==> src/rtl/uart_pkg.sv <==
// Shared types and default constants for the UART transmit arbiter.
// Also holds the round-robin index helper used by rr_arbiter.
package uart_pkg;

    localparam int DEF_NUM_REQ      = 3;
    localparam int DEF_DATA_AMOUNT  = 8;
    localparam int DEF_BUSY_TIMEOUT = 16;

    typedef enum logic [1:0] {
        ST_IDLE      = 2'd0,
        ST_LOAD      = 2'd1,
        ST_WAIT_BUSY = 2'd2,
        ST_WAIT_DONE = 2'd3
    } tx_arb_state_t;

    // Requester index reached by stepping 'step' places past 'last', wrapping at n.
    function automatic int rr_next(input int last, input int step, input int n);
        return (last + step) % n;
    endfunction

endpackage

==> src/rtl/rr_arbiter.sv <==
// Combinational round-robin selector: searches upward from the requester
// after the last winner, wrapping, and returns a one-hot grant.
module rr_arbiter
    import uart_pkg::*;
#(
    parameter int NUM_REQ = DEF_NUM_REQ,
    parameter int IDX_W   = $clog2(NUM_REQ)
) (
    input  logic [NUM_REQ-1:0] i_req,
    input  logic [IDX_W-1:0]   i_last_grant,
    output logic [NUM_REQ-1:0] o_grant
);

    logic             w_found;
    logic [IDX_W-1:0] w_idx;

    // First requesting index after the previous winner gets the grant.
    always_comb begin
        o_grant = '0;
        w_found = 1'b0;
        w_idx   = '0;
        for (int step = 1; step <= NUM_REQ; step++) begin
            w_idx = IDX_W'(rr_next(int'(i_last_grant), step, NUM_REQ));
            if (!w_found && i_req[w_idx]) begin
                o_grant[w_idx] = 1'b1;
                w_found        = 1'b1;
            end else begin
                w_found = w_found;
            end
        end
    end

endmodule

==> src/rtl/uart_tx_arbiter.sv <==
// Shares one UART transmitter between several byte requesters: round-robin
// acceptance, one-cycle launch pulse, and a timeout if the transmitter never goes busy.
module uart_tx_arbiter
    import uart_pkg::*;
#(
    parameter int NUM_REQ      = DEF_NUM_REQ,
    parameter int DATA_AMOUNT  = DEF_DATA_AMOUNT,
    parameter int BUSY_TIMEOUT = DEF_BUSY_TIMEOUT
) (
    input  logic                           clk_i,
    input  logic                           rst_i,
    input  logic [NUM_REQ-1:0]             req_valid_i,
    input  logic [NUM_REQ*DATA_AMOUNT-1:0] req_data_i,
    output logic [NUM_REQ-1:0]             req_ready_o,
    input  logic                           tx_ready_i,
    output logic                           tx_en_o,
    output logic [DATA_AMOUNT-1:0]         tx_data_o,
    output logic [NUM_REQ-1:0]             grant_o,
    output logic                           err_o
);

    localparam int IDX_W = $clog2(NUM_REQ);
    localparam int CNT_W = $clog2(BUSY_TIMEOUT + 1);
    localparam logic [CNT_W-1:0] CNT_LAST  = CNT_W'(BUSY_TIMEOUT - 1);
    localparam logic [CNT_W-1:0] CNT_SAT   = CNT_W'(BUSY_TIMEOUT);
    localparam logic [IDX_W-1:0] IDX_RESET = IDX_W'(NUM_REQ - 1);

    tx_arb_state_t r_state;
    tx_arb_state_t w_state_nxt;

    logic [IDX_W-1:0]       r_last_grant;
    logic [DATA_AMOUNT-1:0] r_tx_data;
    logic [NUM_REQ-1:0]     r_grant;
    logic                   r_tx_en;
    logic                   r_err;
    logic [CNT_W-1:0]       r_cnt;

    logic [NUM_REQ-1:0]     w_rr_grant;
    logic [IDX_W-1:0]       w_grant_idx;
    logic [DATA_AMOUNT-1:0] w_sel_data;
    logic                   w_accept;
    logic                   w_timeout;
    logic                   w_done;

    rr_arbiter #(
        .NUM_REQ (NUM_REQ),
        .IDX_W   (IDX_W)
    ) u_rr_arbiter (
        .i_req        (req_valid_i),
        .i_last_grant (r_last_grant),
        .o_grant      (w_rr_grant)
    );

    // One-hot winner folded into its index and its byte (AND-OR mux).
    always_comb begin
        w_grant_idx = '0;
        w_sel_data  = '0;
        for (int k = 0; k < NUM_REQ; k++) begin
            w_grant_idx = w_grant_idx | (IDX_W'(k) & {IDX_W{w_rr_grant[k]}});
            w_sel_data  = w_sel_data
                        | (req_data_i[k*DATA_AMOUNT +: DATA_AMOUNT] & {DATA_AMOUNT{w_rr_grant[k]}});
        end
    end

    // Next-state logic and transfer events.
    always_comb begin
        w_state_nxt = r_state;
        w_accept    = 1'b0;
        w_timeout   = 1'b0;
        w_done      = 1'b0;
        case (r_state)
            ST_IDLE: begin
                if (tx_ready_i && (|req_valid_i)) begin
                    w_accept    = 1'b1;
                    w_state_nxt = ST_LOAD;
                end else begin
                    w_state_nxt = ST_IDLE;
                end
            end
            ST_LOAD: begin
                w_state_nxt = ST_WAIT_BUSY;
            end
            ST_WAIT_BUSY: begin
                if (!tx_ready_i) begin
                    w_state_nxt = ST_WAIT_DONE;
                end else if (r_cnt >= CNT_LAST) begin
                    // Transmitter never took the byte: drop it, no retry.
                    w_timeout   = 1'b1;
                    w_state_nxt = ST_IDLE;
                end else begin
                    w_state_nxt = ST_WAIT_BUSY;
                end
            end
            ST_WAIT_DONE: begin
                if (tx_ready_i) begin
                    w_done      = 1'b1;
                    w_state_nxt = ST_IDLE;
                end else begin
                    w_state_nxt = ST_WAIT_DONE;
                end
            end
            default: begin
                w_state_nxt = ST_IDLE;
            end
        endcase
    end

    // Accept strobe is combinational; masked during reset so no byte is taken and lost.
    always_comb begin
        if (w_accept && !rst_i) begin
            req_ready_o = w_rr_grant;
        end else begin
            req_ready_o = '0;
        end
    end

    // State register.
    always_ff @(posedge clk_i) begin
        if (rst_i) begin
            r_state <= ST_IDLE;
        end else begin
            r_state <= w_state_nxt;
        end
    end

    // Output, ownership and round-robin pointer registers.
    always_ff @(posedge clk_i) begin
        if (rst_i) begin
            r_tx_en      <= 1'b0;
            r_err        <= 1'b0;
            r_tx_data    <= '0;
            r_grant      <= '0;
            r_last_grant <= IDX_RESET;
        end else begin
            r_tx_en <= w_accept;
            r_err   <= w_timeout;
            if (w_accept) begin
                r_tx_data    <= w_sel_data;
                r_grant      <= w_rr_grant;
                r_last_grant <= w_grant_idx;
            end else if (w_timeout || w_done) begin
                r_grant <= '0;
            end else begin
                r_grant <= r_grant;
            end
        end
    end

    // Saturating count of WAIT_BUSY cycles with the transmitter still ready.
    always_ff @(posedge clk_i) begin
        if (rst_i) begin
            r_cnt <= '0;
        end else if (r_state == ST_LOAD) begin
            r_cnt <= '0;
        end else if ((r_state == ST_WAIT_BUSY) && tx_ready_i && (r_cnt != CNT_SAT)) begin
            r_cnt <= r_cnt + CNT_W'(1);
        end else begin
            r_cnt <= r_cnt;
        end
    end

    assign tx_en_o   = r_tx_en;
    assign tx_data_o = r_tx_data;
    assign grant_o   = r_grant;
    assign err_o     = r_err;

endmodule

==> config.mk <==
export PLATFORM = sky130hd
export DESIGN_NAME = uart_tx_arbiter
export DESIGN_NICKNAME = d
export VERILOG_FILES = /design/src/rtl/uart_pkg.sv /design/src/rtl/rr_arbiter.sv /design/src/rtl/uart_tx_arbiter.sv
export SDC_FILE = /design/constraint.sdc
export NUM_CORES = 1
export LEC_CHECK = 0
export ABC_CLOCK_PERIOD_IN_PS = 2300
export CAP_MARGIN = 20
export CORE_MARGIN = 2
export CORE_UTILIZATION = 44
export CTS_CLUSTER_SIZE = 28
export DETAILED_ROUTE_END_ITERATION = 10
export GPL_TIMING_DRIVEN = 0
export PLACE_DENSITY_LB_ADDON = 0.05
export SYNTH_ARGS = -nofsm -noshare
export SYNTH_HDL_FRONTEND = slang
export SYNTH_HIERARCHICAL = 1
export SYNTH_SLANG_ARGS = --single-unit
==> constraint.sdc <==
create_clock -name clk_i -period 2.3 [get_ports clk_i]
set_input_delay 0.23 -clock clk_i [delete_from_list [all_inputs] [get_ports clk_i]]
set_output_delay 0.23 -clock clk_i [all_outputs]
set_load 0.01 [all_outputs]
# [Yosys cells after proc, flatten, opt, wreduce, memory -nomap -nowiden]
# Cells that the tools add are included.
[word_totals] romBits=0 regBits=22 n_memories=0 input_bits=30 elab_cells=82 latch_bits=0 ramBits=0 output_inout_bits=16
[classes] n_shift=0 bitwise_logic=8 n_reduce_logical=17 n_mul=0 n_lt_le_gt_ge=7 add_sub_neg=4 muxes=32 div=3 n_eq_ne=4
[op_table] operator="32-bit by 3-bit modulo with 32-bit output (second input constant)" n=3
[op_table] operator="8-bit AND" n=3
[op_table] operator="3-bit 2-to-1 mux" n=6
[op_table] operator="1-bit 2-to-1 mux" n=16
[op_table] operator="8-bit bitwise OR" n=2
[op_table] operator="1-bit logical AND" n=9
[op_table] operator="2-bit by 3-bit less-than comparator with 1-bit output (second input constant)" n=3
[op_table] operator="2-bit case mux with 4 select lines" n=1
[op_table] operator="2-bit by 2-bit adder with 3-bit output (second input constant)" n=2
[op_table] operator="1-bit binary-select mux with 2-bit select" n=3
[op_table] operator="1-bit demux with 2-bit select" n=3
[op_table] operator="2-bit by 1-bit greater-or-equal comparator with 1-bit output (second input constant)" n=3
[op_table] operator="2-bit 2-to-1 mux" n=3
[op_table] operator="3-bit bitwise OR" n=2
[op_table] operator="5-bit by 1-bit adder with 5-bit output (second input constant)" n=1
[op_table] operator="5-bit by 4-bit greater-or-equal comparator with 1-bit output (second input constant)" n=1
[op_table] operator="5-bit inequality test (second input constant)" n=1
[op_table] operator="2-bit == test (second input constant)" n=2
[op_table] operator="2-bit by 1-bit adder with 3-bit output (second input constant)" n=1
[op_table] operator="1-bit logical NOT" n=3
[op_table] operator="3-bit OR reduction" n=1
[op_table] operator="2-bit by 1-bit == test with 1-bit output (second input constant)" n=1
[op_table] operator="2-bit logical NOT" n=1
[op_table] operator="1-bit by 2-bit bitwise OR with 2-bit output" n=1
[op_table] operator="3 further kinds" n=3

# [Logic depth before layout (Yosys ltp)]
[depth] depth_word=14 mapped_depth=10 mapped_depth_nobuf=8

# [By module]
# The synthesis kept the hierarchy.
[by_module_without_submodules] mod="uart_tx_arbiter" cells_each=116 area_each_um2=1071.0 n_inst=1
[by_module_without_submodules] mod="rr_arbiter" cells_each=32 area_each_um2=227.7 n_inst=1

# [Least setup slack after synthesis]
# No wires, ideal clock.
[synth_timing] path_kind="flip-flop to output port" start="register r_last_grant[0]" end="output port req_ready_o[1]" path_stages_with_launch=11 slack_ns=0.205 n_path_buf=2 t_required_ns=2.070 arrival_ns=1.865 path_cell_list="dfxtp_1 inv_1 ha_1 buf_6 nor2b_1 o2bb2ai_2 a21oi_1 o21a_1 clkbuf_1 nand4b_1 inv_1"
[synth_between] elab_chain_len=12
[synth_rtl] item="from (decl)" line="uart_tx_arbiter.sv:31" source="logic [IDX_W-1:0] r_last_grant;"
[synth_rtl] item="from (signal assigned)" line="uart_tx_arbiter.sv:140" source="r_last_grant <= w_grant_idx;"
[synth_rtl] item="2-bit by 1-bit adder with 3-bit output" line="uart_pkg.sv:18" source="return (last + step) % n;"
[synth_rtl] item="32-bit by 3-bit modulo with 32-bit output" line="uart_pkg.sv:18"
[synth_rtl] item="2-bit by 3-bit less-than comparator with 1-bit output (implied by the code), or another cell as far along" line="rr_arbiter.sv:25" source="o_grant[w_idx] = 1'b1;"
[synth_rtl] item="1-bit logical AND (implied by the code) or 1-bit 2-to-1 mux (tied branches)" line="rr_arbiter.sv:25, rr_arbiter.sv:24"
[synth_rtl] item="1-bit 2-to-1 mux (on tied branches)" line="rr_arbiter.sv:25, rr_arbiter.sv:24"
[synth_rtl] item="1-bit demux with 2-bit select or 1-bit logical NOT (tied branches)"
[synth_rtl] item="3-bit 2-to-1 mux or 1-bit logical AND (tied branches)" line="rr_arbiter.sv:24" source="if (!w_found && i_req[w_idx]) begin"
[synth_rtl] item="3-bit bitwise OR (no source line) or 1-bit 2-to-1 mux (tied branches)"
[synth_rtl] item="3-bit 2-to-1 mux or 1-bit logical NOT (tied branches)" line="rr_arbiter.sv:24"
[synth_rtl] item="3-bit bitwise OR (no source line) or 1-bit logical AND (tied branches)"
[synth_rtl] item="3-bit 2-to-1 mux (*)" line="rr_arbiter.sv:24"
[synth_rtl] item="via w_rr_grant[1]" line="uart_tx_arbiter.sv:38" source="logic [NUM_REQ-1:0] w_rr_grant;"
[synth_rtl] item="3-bit 2-to-1 mux (*)" line="uart_tx_arbiter.sv:110" source="if (w_accept && !rst_i) begin"
[synth_rtl] item="to (decl)" line="uart_tx_arbiter.sv:14" source="output logic [NUM_REQ-1:0] req_ready_o,"
# Mark *: on every way through the listed nets, which the timed path passes. The rest lies on a longest branch. The select of a mux whose other input is x is not followed.

# [Worst setup path in the final report]
[layout_timing] start="register r_last_grant[0]" end="register r_grant[0] (netlist: grant_o[0])"
[layout_between] elab_chain_len=12
[layout_rtl] item="2-bit by 1-bit adder with 3-bit output" line="uart_pkg.sv:18"
[layout_rtl] item="32-bit by 3-bit modulo with 32-bit output" line="uart_pkg.sv:18"
[layout_rtl] item="2-bit by 3-bit less-than comparator with 1-bit output (implied by the code), or another cell as far along" line="rr_arbiter.sv:25"
[layout_rtl] item="1-bit logical AND (implied by the code) or 1-bit 2-to-1 mux (tied branches)" line="rr_arbiter.sv:25, rr_arbiter.sv:24"
[layout_rtl] item="1-bit 2-to-1 mux (on tied branches)" line="rr_arbiter.sv:25, rr_arbiter.sv:24"
[layout_rtl] item="1-bit demux with 2-bit select or 1-bit logical NOT (tied branches)"
[layout_rtl] item="3-bit 2-to-1 mux or 1-bit logical AND (tied branches)" line="rr_arbiter.sv:24"
[layout_rtl] item="3-bit bitwise OR (no source line) or 1-bit 2-to-1 mux (tied branches)"
[layout_rtl] item="3-bit 2-to-1 mux or 1-bit logical NOT (tied branches)" line="rr_arbiter.sv:24"
[layout_rtl] item="3-bit bitwise OR (no source line) or 1-bit logical AND (tied branches)"
[layout_rtl] item="3-bit 2-to-1 mux (*)" line="rr_arbiter.sv:24"
[layout_rtl] item="via w_rr_grant[0]" line="uart_tx_arbiter.sv:38"
[layout_rtl] item="3-bit 2-to-1 mux (*)" line="uart_tx_arbiter.sv:137" source="if (w_accept) begin"
[layout_rtl] item="to (signal assigned)" line="uart_tx_arbiter.sv:139" source="r_grant <= w_rr_grant;"
[layout_rtl] item="to (signal assigned)" line="uart_tx_arbiter.sv:144" source="r_grant <= r_grant;"
[layout_rtl] item="to (decl)" line="uart_tx_arbiter.sv:33" source="logic [NUM_REQ-1:0] r_grant;"
# Marked as above.
# A chain may end at the register's enable or synchronous reset.

==> flow_summary_export.csv <==
group,metric,value,unit
clocking,insertion_delay,0.31,ns
logic_synthesis,synth_area_per_cell,8.78,um^2
global_routing,grt_pass1_wl,6280,um
worst_setup_path,r2r_start,"r_last_grant[0]",
logic_synthesis,synth-seq-cells,22,
routing,top_layer,"met4",
power_and_ir_drop,combPwrFrac,0.429,
cells_and_area,mostFrequentLayoutCell,"clkdlybuf4s50_1",
floorplanning,dieArea,0.00340,mm^2
logic_synthesis,yosysWarningCount,6,
floorplanning,io_pins,46,
clocking,cts_root_buf,"clkbuf_4",
logic_synthesis,synthDominantCellAreaShare,0.339,
worst_setup_path,critPathSlowestCell,"dfxtp_2",
routing,drt-met1-wl,1520,um
logic_synthesis,synth-async-reset-ratio,0,
clocking,clock_path_buffers,2,
logic_synthesis,ys_seq_area_frac,0.339,
floorplanning,coreArea,0.00278,mm^2
clocking,cts_buffers,3,
global_routing,overflow,0,
clocking,tritoncts,"done",
logic_synthesis,synthesis.area,0.00130,mm^2
run_status,violations,"setup timing",
clocking,cts_max_level,1,
worst_hold_path,min_path_cells,2,
timing,finalMaxSlewViolations,0,
routing,met3WireLength,286,um
power_and_ir_drop,power.switching,349,uW
timing,hold_viol_final,0,
timing,finClkSkew,0.00845,ns
worst_hold_path,hold_class,"reg2reg",
floorplanning,rows,19,
worst_setup_path,r2r_slack,-0.10,ns
cells_and_area,drive_above_1_share,0.242,
worst_setup_path,crit_top_cell,"buf_4",
worst_setup_path,crit_type,"reg2reg",
worst_setup_path,crit_required,2.52,ns
worst_hold_path,min_to,"grant_o[2]",
worst_setup_path,cp_max_fo,5,
routing,drtPass1Iterations,4,
routing,drt_iter0_markers,105,
routing,wire_per_inst,15.7,um
cells_and_area,area_delta_synth_final,53.1,%
power_and_ir_drop,swShare,0.324,
cells_and_area,n_antenna_cell,0,
floorplanning,die_x,58.3,um
clocking,holdBufCountCts,0,
timing,report.final.setup_viol,3,
logic_synthesis,synth_area_leaders,"dfxtp_1 (34%), ha_1 (6.7%), a21oi_1 (6.6%)",
logic_synthesis,synth_edf_count,0,
global_routing,grtUsageTotal,0.238,
routing,via_count,1396,
timing,fmax,416,MHz
placement,io_buffers,45,
power_and_ir_drop,power_density,543,mW/mm^2
worst_setup_path,r2r-end,"grant_o[0]",
logic_synthesis,syn_inst,148,
worst_setup_path,cp_cell_sequence,"buf_4 > ha_2 > mux2i_2 > o2bb2ai_2 > nand2_1 > o21ai_1 > buf_4 > nand4b_1 > buf_4 > buf_4 > buf_4 > buf_4 > buf_4 > o41ai_2",
power_and_ir_drop,vdd_drop_max,490,uV
routing,met2_length,1920,um
logic_synthesis,yosysTopAreaCell,"dfxtp_1",
worst_setup_path,critPathMaxStageDelay,0.35,ns
worst_setup_path,endpoint_kind,"flop",
worst_setup_path,start_kind,"flop",
routing,vias_per_cell,5.77,
floorplanning,initial_utilization,0.467,
global_routing,grt_pass1_vias,1398,
power_and_ir_drop,internal_power,730,uW
placement,dp.cells,224,
logic_synthesis,syn_nets,185,
timing,tightestPinTransition,0.468,ns
clocking,clk_pin_slew,0.13,ns
run,cap_violations,0,
worst_hold_path,hp-start,"grant_o[2]",
timing,min_period,2.40,ns
timing,layout_setup_ws,-0.104,ns
routing,drt-total-wl,3800,um
worst_setup_path,crit_buf_inv,7,
cells_and_area,nets,250,
global_routing,antenna_found_initial,0,
power_and_ir_drop,clock_power_share,0.166,
placement,dp_hpwl,2520,um
cells_and_area,final_cell_mix,"clkdlybuf4s50_1 (42), dfxtp_1 (20), buf_4 (18)",
placement,gp_congestion,0.796,
timing,period_share,1.05,
timing,slew_headroom,0.688,
power_and_ir_drop,power.leakage,0.773,nW
worst_setup_path,reg2regPathDepth,14,
floorplanning,die_h,58.3,um
worst_setup_path,critPathArrivalTime,2.62,ns
timing,rsz0062_at_grt,"yes",
clocking,clock_sinks,22,
global_routing,grt_max_degree,12,
cells_and_area,fin_cells,242,
power_and_ir_drop,pwr-share-seq,0.405,
logic_synthesis,ys_types,42,
logic_synthesis,ys.flop_type,"dfxtp_1",
routing,drt_drc_violations_left,0,
run_status,outcome,"finished, violations left",
timing,whs,0.467,ns
routing,antenna_left,0,
worst_setup_path,crit_family,"buffers and inverters",
cells in the mapped netlist, types with 2 or more instances:
| library cell | n |
|---|---|
| a211oi_1 | 9 |
| nor2_1 | 4 |
| inv_1 | 15 |
| dfxtp_1 | 22 |
| a222oi_1 | 8 |
| mux2i_1 | 3 |
| nand2b_1 | 2 |
| buf_2 | 2 |
| a21oi_1 | 17 |
| or3_1 | 2 |
| nor3_1 | 2 |
| nand3_1 | 4 |
| o41ai_2 | 2 |
| and3_1 | 2 |
| nand4b_1 | 3 |
| buf_1 | 2 |
| buf_6 | 2 |
| o21ai_0 | 6 |
| clkbuf_1 | 4 |
| ha_1 | 7 |
| nor2b_1 | 2 |
| nand2_1 | 7 |
| o22ai_1 | 2 |
flip-flops by register name, summed over array words and instances (netlist names):
name and cells:
r_last_grant 2, grant_o 3, tx_data_o 8, r_cnt 5, err_o 1, r_state 2
tx_en_o 1
through the flow:
stage | power (mW) | utilization | setup TNS, ns | setup WS, ns | instance area [um^2]
floorplan | 0.661 | - | 0 | 0.205 | 1300
global placement | 0.803 | 0.643 | -1.52 | -0.532 | 1790
detailed placement | 0.817 | 0.643 | -2.18 | -0.588 | 1790
CTS | 1.06 | 0.703 | -0.165 | -0.102 | 1960
global route | 1.14 | 0.715 | -0.748 | -0.208 | 1990
finish | 1.08 | 0.715 | -0.202 | -0.104 | 1990
worst min-delay path: stages, from the launching register on:
cell	delay [ns]
dfxtp_1	0.33
inv_1	0.04
o41ai_1	0.06
layout make-up:
| type | count | area (um^2) |
|---|---|---|
| fill | 224 | 793 |
| clock buffer | 3 | 22.5 |
| timing repair buffer | 62 | 573 |
| multi-input combinational | 101 | 805 |
| tap | 31 | 38.8 |
| sequential | 22 | 445 |
| buffer | 8 | 47.5 |
| inverter | 15 | 56.3 |
logic make-up after synthesis:
group / after synthesis / share of synthesized area
compound gates: 54 / 0.304
fa+ha+maj: 7 / 0.0674
buf+inv: 25 / 0.0857
flops: 22 / 0.339
mux: 3 / 0.0231
simple gates: 37 / 0.180
worst max path at each step:
stage / endpoint / cells past startpoint / from
after detailed placement: req_ready_o[1] / 11 / r_last_grant[0]
after floorplan: req_ready_o[1] / 10 / r_last_grant[0]
after global routing: grant_o[0] / 14 / r_last_grant[0]
after global placement: req_ready_o[2] / 9 / req_valid_i[1]
final: grant_o[0] / 14 / r_last_grant[0]
after CTS: req_ready_o[0] / 11 / r_last_grant[0]
power groups by stage:
stage | registers (mW) | logic [mW] | clock network [mW]
2_1_floorplan | 0.452 | 0.209 | 0
3_3_place_gp | 0.443 | 0.360 | 0
3_5_place_dp | 0.444 | 0.372 | 0
4_1_cts | 0.437 | 0.437 | 0.183
5_1_grt | 0.442 | 0.499 | 0.198
6_report | 0.437 | 0.463 | 0.179
layer usage:
layer | GRT usage | vias up
met5 | 0 | -
met4 | 0.0565 | 0
met3 | 0.0725 | 10
met2 | 0.429 | 59
met1 | 0.274 | 636
li1 | - | 691
timing repair:
item	4_1_cts	5_1_grt
setup endpoints to repair	11	9
gates resized for setup	30	9
pin swaps	10	10
buffers inserted	15	3
Power figures use the tool's default switching activity.
